### src/rtl/ray_dir_gen.sv
// ray_dir_gen: sweeps one frame of ray directions for a column raycaster.
// For each screen column it computes the ray angle from a Q10.8 accumulator.
// It then looks up cos/sin of that angle through an external combinational
// trig LUT, and presents the result on a valid/ready output handshake.
//
// Build option: define RAYGEN_FISHEYE_EN to include the REL step. That step
// does a second LUT lookup of cos(ray angle - player angle) for fisheye
// correction. Without it, ray_cos_rel is the constant 1.0 and each column
// takes one cycle less.
module ray_dir_gen #(
  parameter int WIDTH_TRIG  = 20,   // signed Q4.16 trig width
  parameter int FRAC_BITS   = 16,   // 1.0 == 2**FRAC_BITS
  parameter int NUM_COLS    = 320,  // columns per frame
  parameter int HALF_FOV    = 85,   // half field of view, 1024 units per turn
  parameter int ANG_STEP_Q8 = 137   // per-column angle step, unsigned Q10.8
) (
  input  logic                  clk,
  input  logic                  rst_n,
  input  logic                  frame_start,
  input  logic [9:0]            player_angle,
  output logic [9:0]            lut_angle,
  input  logic [WIDTH_TRIG-1:0] lut_sin,
  input  logic [WIDTH_TRIG-1:0] lut_cos,
  output logic                  ray_valid,
  input  logic                  ray_ready,
  output logic [8:0]            ray_col,
  output logic [WIDTH_TRIG-1:0] ray_dir_x,
  output logic [WIDTH_TRIG-1:0] ray_dir_y,
  output logic [WIDTH_TRIG-1:0] ray_cos_rel,
  output logic                  ray_last,
  output logic                  busy,
  output logic                  frame_done
);

  localparam logic [9:0]  HALF_FOV_A = 10'(HALF_FOV);
  localparam logic [17:0] ANG_STEP   = 18'(ANG_STEP_Q8);
  localparam logic [8:0]  LAST_COL   = 9'(NUM_COLS - 1);

  typedef enum logic [1:0] {
    ST_IDLE = 2'd0,
    ST_RAY  = 2'd1,
    ST_REL  = 2'd2,
    ST_OUT  = 2'd3
  } state_t;

  state_t r_state;
  state_t w_state_next;

  logic [8:0]            r_col;
  logic [17:0]           r_acc;
  logic [9:0]            r_lut_angle;
  logic [WIDTH_TRIG-1:0] r_dir_x;
  logic [WIDTH_TRIG-1:0] r_dir_y;
  logic                  r_frame_done;

  logic        w_accept;
  logic        w_xfer;
  logic        w_last_col;
  logic [17:0] w_acc_start;
  logic [17:0] w_acc_step;

  // A new frame is only taken in IDLE; requests at any other time are dropped.
  assign w_accept    = (r_state == ST_IDLE) && frame_start;
  assign w_xfer      = (r_state == ST_OUT) && ray_ready;
  assign w_last_col  = (r_col == LAST_COL);
  // The subtraction is 10 bits wide, so the left edge wraps modulo 1024.
  assign w_acc_start = {player_angle - HALF_FOV_A, 8'd0};
  assign w_acc_step  = r_acc + ANG_STEP;

`ifdef RAYGEN_FISHEYE_EN
  logic [9:0]            r_player_angle;
  logic [WIDTH_TRIG-1:0] r_cos_rel;
  logic [9:0]            w_rel_angle;

  assign w_rel_angle = r_acc[17:8] - r_player_angle;

  // Latch the frame's view angle so the relative angle does not follow the input port.
  always_ff @(posedge clk) begin
    if (!rst_n) begin
      r_player_angle <= 10'd0;
    end else if (w_accept) begin
      r_player_angle <= player_angle;
    end
  end

  // Capture the fisheye correction term from the second LUT lookup.
  always_ff @(posedge clk) begin
    if (!rst_n) begin
      r_cos_rel <= '0;
    end else if (r_state == ST_REL) begin
      r_cos_rel <= lut_cos;
    end
  end

  assign ray_cos_rel = r_cos_rel;
`else
  localparam logic [WIDTH_TRIG-1:0] TRIG_ONE = {{(WIDTH_TRIG-1){1'b0}}, 1'b1} << FRAC_BITS;

  assign ray_cos_rel = TRIG_ONE;
`endif

  // State register.
  always_ff @(posedge clk) begin
    if (!rst_n) begin
      r_state <= ST_IDLE;
    end else begin
      r_state <= w_state_next;
    end
  end

  // Next-state logic.
  always_comb begin
    w_state_next = r_state;
    case (r_state)
      ST_IDLE: begin
        if (frame_start) begin
          w_state_next = ST_RAY;
        end
      end
      ST_RAY: begin
`ifdef RAYGEN_FISHEYE_EN
        w_state_next = ST_REL;
`else
        w_state_next = ST_OUT;
`endif
      end
      ST_REL: begin
        w_state_next = ST_OUT;
      end
      ST_OUT: begin
        if (ray_ready) begin
          w_state_next = w_last_col ? ST_IDLE : ST_RAY;
        end
      end
      default: begin
        w_state_next = ST_IDLE;
      end
    endcase
  end

  // Column counter and angle accumulator: start at the left FOV edge, step once per transfer.
  always_ff @(posedge clk) begin
    if (!rst_n) begin
      r_col <= 9'd0;
      r_acc <= 18'd0;
    end else if (w_accept) begin
      r_col <= 9'd0;
      r_acc <= w_acc_start;
    end else if (w_xfer && !w_last_col) begin
      r_col <= r_col + 9'd1;
      r_acc <= w_acc_step;
    end
  end

  // LUT address register. It is loaded one edge ahead, so it already shows the
  // right angle during the lookup cycle. It holds its last value otherwise.
  always_ff @(posedge clk) begin
    if (!rst_n) begin
      r_lut_angle <= 10'd0;
    end else if (w_accept) begin
      r_lut_angle <= w_acc_start[17:8];
    end else if (w_xfer && !w_last_col) begin
      r_lut_angle <= w_acc_step[17:8];
`ifdef RAYGEN_FISHEYE_EN
    end else if (r_state == ST_RAY) begin
      r_lut_angle <= w_rel_angle;
`endif
    end
  end

  // Capture the ray direction in the RAY cycle. It stays frozen through OUT, including stalls.
  always_ff @(posedge clk) begin
    if (!rst_n) begin
      r_dir_x <= '0;
      r_dir_y <= '0;
    end else if (r_state == ST_RAY) begin
      r_dir_x <= lut_cos;
      r_dir_y <= lut_sin;
    end
  end

  // One-cycle completion pulse after the last column is accepted.
  always_ff @(posedge clk) begin
    if (!rst_n) begin
      r_frame_done <= 1'b0;
    end else begin
      r_frame_done <= w_xfer && w_last_col;
    end
  end

  assign lut_angle  = r_lut_angle;
  assign ray_valid  = (r_state == ST_OUT);
  assign ray_col    = r_col;
  assign ray_dir_x  = r_dir_x;
  assign ray_dir_y  = r_dir_y;
  assign ray_last   = (r_state == ST_OUT) && w_last_col;
  assign busy       = (r_state != ST_IDLE);
  assign frame_done = r_frame_done;

endmodule
### config.mk
export PLATFORM = sky130hd
export DESIGN_NAME = ray_dir_gen
export DESIGN_NICKNAME = d
export VERILOG_FILES = /design/src/rtl/ray_dir_gen.sv
export SDC_FILE = /design/constraint.sdc
export NUM_CORES = 1
export LEC_CHECK = 0
export ABC_AREA = 1
export BUFFER_PORTS_ARGS = -buffer_cell sky130_fd_sc_hd__buf_2
export CORE_MARGIN = 10
export CORE_UTILIZATION = 50
export DETAILED_ROUTE_END_ITERATION = 12
export GPL_ROUTABILITY_DRIVEN = 0
export PLACE_DENSITY = 0.85
export SLEW_MARGIN = 20
export SYNTH_ARGS = -nofsm -noshare
export SYNTH_HDL_FRONTEND = slang
export SYNTH_SLANG_ARGS = --single-unit
### constraint.sdc
create_clock -name clk -period 2 [get_ports clk]
set_input_delay 0.6 -clock clk [delete_from_list [all_inputs] [get_ports clk]]
set_output_delay 0.6 -clock clk [all_outputs]
set_load 0.05 [all_outputs]
==> results.toml <==
[logic_synthesis]
ys_seq_elements = 80
synth_area_per_cell_sq_um = 6.75
synth_top_area_share_pct = 40.5
ys_seq_area_share_pct = 40.5
synth_cell_types = 33
synthTopCellsByArea = "dfxtp_1, nand2_1, nor2_1"
netlist_area_sq_um = 3960
ys_warn_count = 0
synth_top_area_cell = "dfxtp_1"
syn_inst = 586

[layout]
diodes = 0
areaGrowthSynthToFinish_pct = 21.2
final_core_util_pct = 62.0
stdcell_count = 807
layout_common_cells = "nand2_1, buf_2, nor2_1"
design_area_sq_um = 4790
fillers = 681
mostFrequentLayoutCell = "nand2_1"
fin_nets = 761
drive_gt1_share_pct = 23.4

[power]
power_w = 0.00659
ir_worst_vdd_mv = 1.07
p_leak_nw = 2.58
power_density_nw_per_um2 = 1370

[sta]
fmax_mhz = 469
hold_viol = 0
rsz0062_at_grt = "yes"
setup_viol = 1
final_max_slew_viol_count = 0
fin_crit_sh_pct = 107
fin_skew_ns = 0.00657
fin_crit_ns = 2.13
final.setup.worst_slack_ns = -0.131
hold_ws_ns = 0.458

[global_route]
antenna_found_initial = 0
grt_usage_pct = 17.5
overflow = 0
grt_max_degree = 41
grt_pass1_wl_microns = 17100
grt_pass1_vias = 3810

[clock_tree]
root_buffer = "clkbuf_8"
h-tree-depth = 3
cts_hold_buf = 0
tritoncts = "built"
cts.sinks = 80
cts_buffer_depth = 2
clkTransAtPathRegs_ns = 0.08
cts-buffers-inserted = 9
clock_latency_ns = 0.35

[placed_design]
placed_cells = 787
post-dp-hpwl_microns = 8060
placed_area_sq_um = 4550
numPortBuffers = 116

[critical_path]
crit_type = "register to output pin"
cp-start-kind = "register"
worstPathArrival_ns = 1.53
end_kind = "output pin"
cpMaxStageDelayCell = "dfxtp_4"
crit_chain = "ha_4 -> nand2_4 -> nor3_4 -> nand4_1 -> nor2_4 -> buf_8"
worstPathRequired_ns = 1.40
reg2reg_slack_ns = 0.19
cp_max_fo = 2
cpPeakStageDelay_ns = 0.37

[die]
rows = 32
start_util_pct = 51.2
num_io_pins = 137
fp.dieW_microns = 109
fp.dieH_microns = 109
coreArea_sq_um = 7730
dieArea_sq_um = 11900

[route]
dr_wl_met3_microns = 1180
vias_per_cell = 4.90
highest_layer = "met4"
routedWlPerCell_microns = 13.1
drt_iter0_markers = 166
wl_met1_microns = 4060
wl_met2_microns = 5200
vias = 3956
drtAntennaViolNets = 0
route.detailed.drc = 0
drt_wl_total_microns = 10600
firstDrtPassIters = 5

[hold_path]
hp-class = "register to register"

[status]
violations = "negative setup slack"
status = "complete, but fails checks"

[job]
cap_viol_max_count = 0
==> what timing repair did <==
action / in CTS / in global routing
buffers inserted: 4 / 0
pin swaps: 5 / 1
gates resized for setup: 8 / 2
endpoints found under the setup margin: 1 / 2
==> logic make-up (layout without fill, tap and decap cells) <==
kind of cell               count (synthesis)  after routing  synth area share [%]
xor gates and xnor gates                   6              6                  1.33
DFF                                       80             80                  40.5
adders and majority gates                  7              7                  2.21
and+or+nand+nor                          304            304                  32.4
buffers and inverters                    109            210                  13.0
AOI/OAI and AO/OA                         78             78                  10.4
other                                      2             20                 0.190
==> final timing paths <==
path | start | end | cells past startpoint
worst max-delay path | ray_col[1] | ray_last | 6
worst max register to register | ray_col[1] | lut_angle[4] | 12
worst min-delay path | ray_col[4] | ray_col[4] | 1
worst min register to register | ray_col[4] | ray_col[4] | 1
==> worst max-delay path: cells and delay by family, from the launching register on <==
kind | cells | cell delay (ns)
flops | 1 | 0.37
buf+inv | 1 | 0.15
simple gates | 4 | 0.51
fa+ha+maj | 1 | 0.14
==> sequential cells by signal, summed over array words and instances, names as in the netlist <==
signal and count:
r_state 2, ray_dir_y 20, frame_done 1, lut_angle 10, ray_col 9, ray_dir_x 20
r_acc 18
==> layer usage <==
metal  vias up  track usage [%]
met5         -                0
met4         0             7.16
met3        15             8.32
met2       124             29.7
met1      1783             18.4
li1       2034                -
==> synth_stat cells <==
cell type and count:
inv_2 2, or2_2 1, and3_1 1, xor2_1 6, a221oi_1 1, ha_1 7
nand2_2 3, nand3_2 1, buf_1 1, inv_1 63, buf_4 22, a21oi_1 20
o21a_1 1, nand3b_1 1, nor2_8 1, nor3_1 4, clkbuf_1 13, nor3_2 1
nand3_1 50, buf_6 2, nand2_1 124, conb_1 2, buf_2 5, nor2_2 1
o21ai_1 4, nand4_1 10, o21ai_0 49, o22ai_1 1, o21ai_4 1, dfxtp_1 80
nor2_1 106, a211oi_1 1, inv_4 1
==> through the flow <==
stage / TNS, ns / setup slack [ns]
finish: -0.131 / -0.131
global route: -0.197 / -0.197
CTS: -0.165 / -0.165
detailed placement: -0.0242 / -0.0242
global placement: 0 / 0.0623
floorplan: 0 / 0.0114
==> cell type report <==
cell class              instances  area, sq um  area share, %
flip-flops and latches         80         1610           33.7
clock inverters                 5         31.3          0.652
well taps                     102          128           2.66
multi-input cells             415         1950           40.6
inverters                      66          250           5.22
repair buffers                128          683           14.2
clock buffers                  11          141           2.95
==> power by group <==
part           internal (W)  switching, W  total (W)  leakage [nW]
Clock              0.000483      0.000598    0.00108        0.0895
Sequential          0.00202      0.000241    0.00226         0.659
Combinational      0.000753       0.00250    0.00325          1.83
Total               0.00325       0.00334    0.00659          2.58
Power figures use the tool's default switching activity.
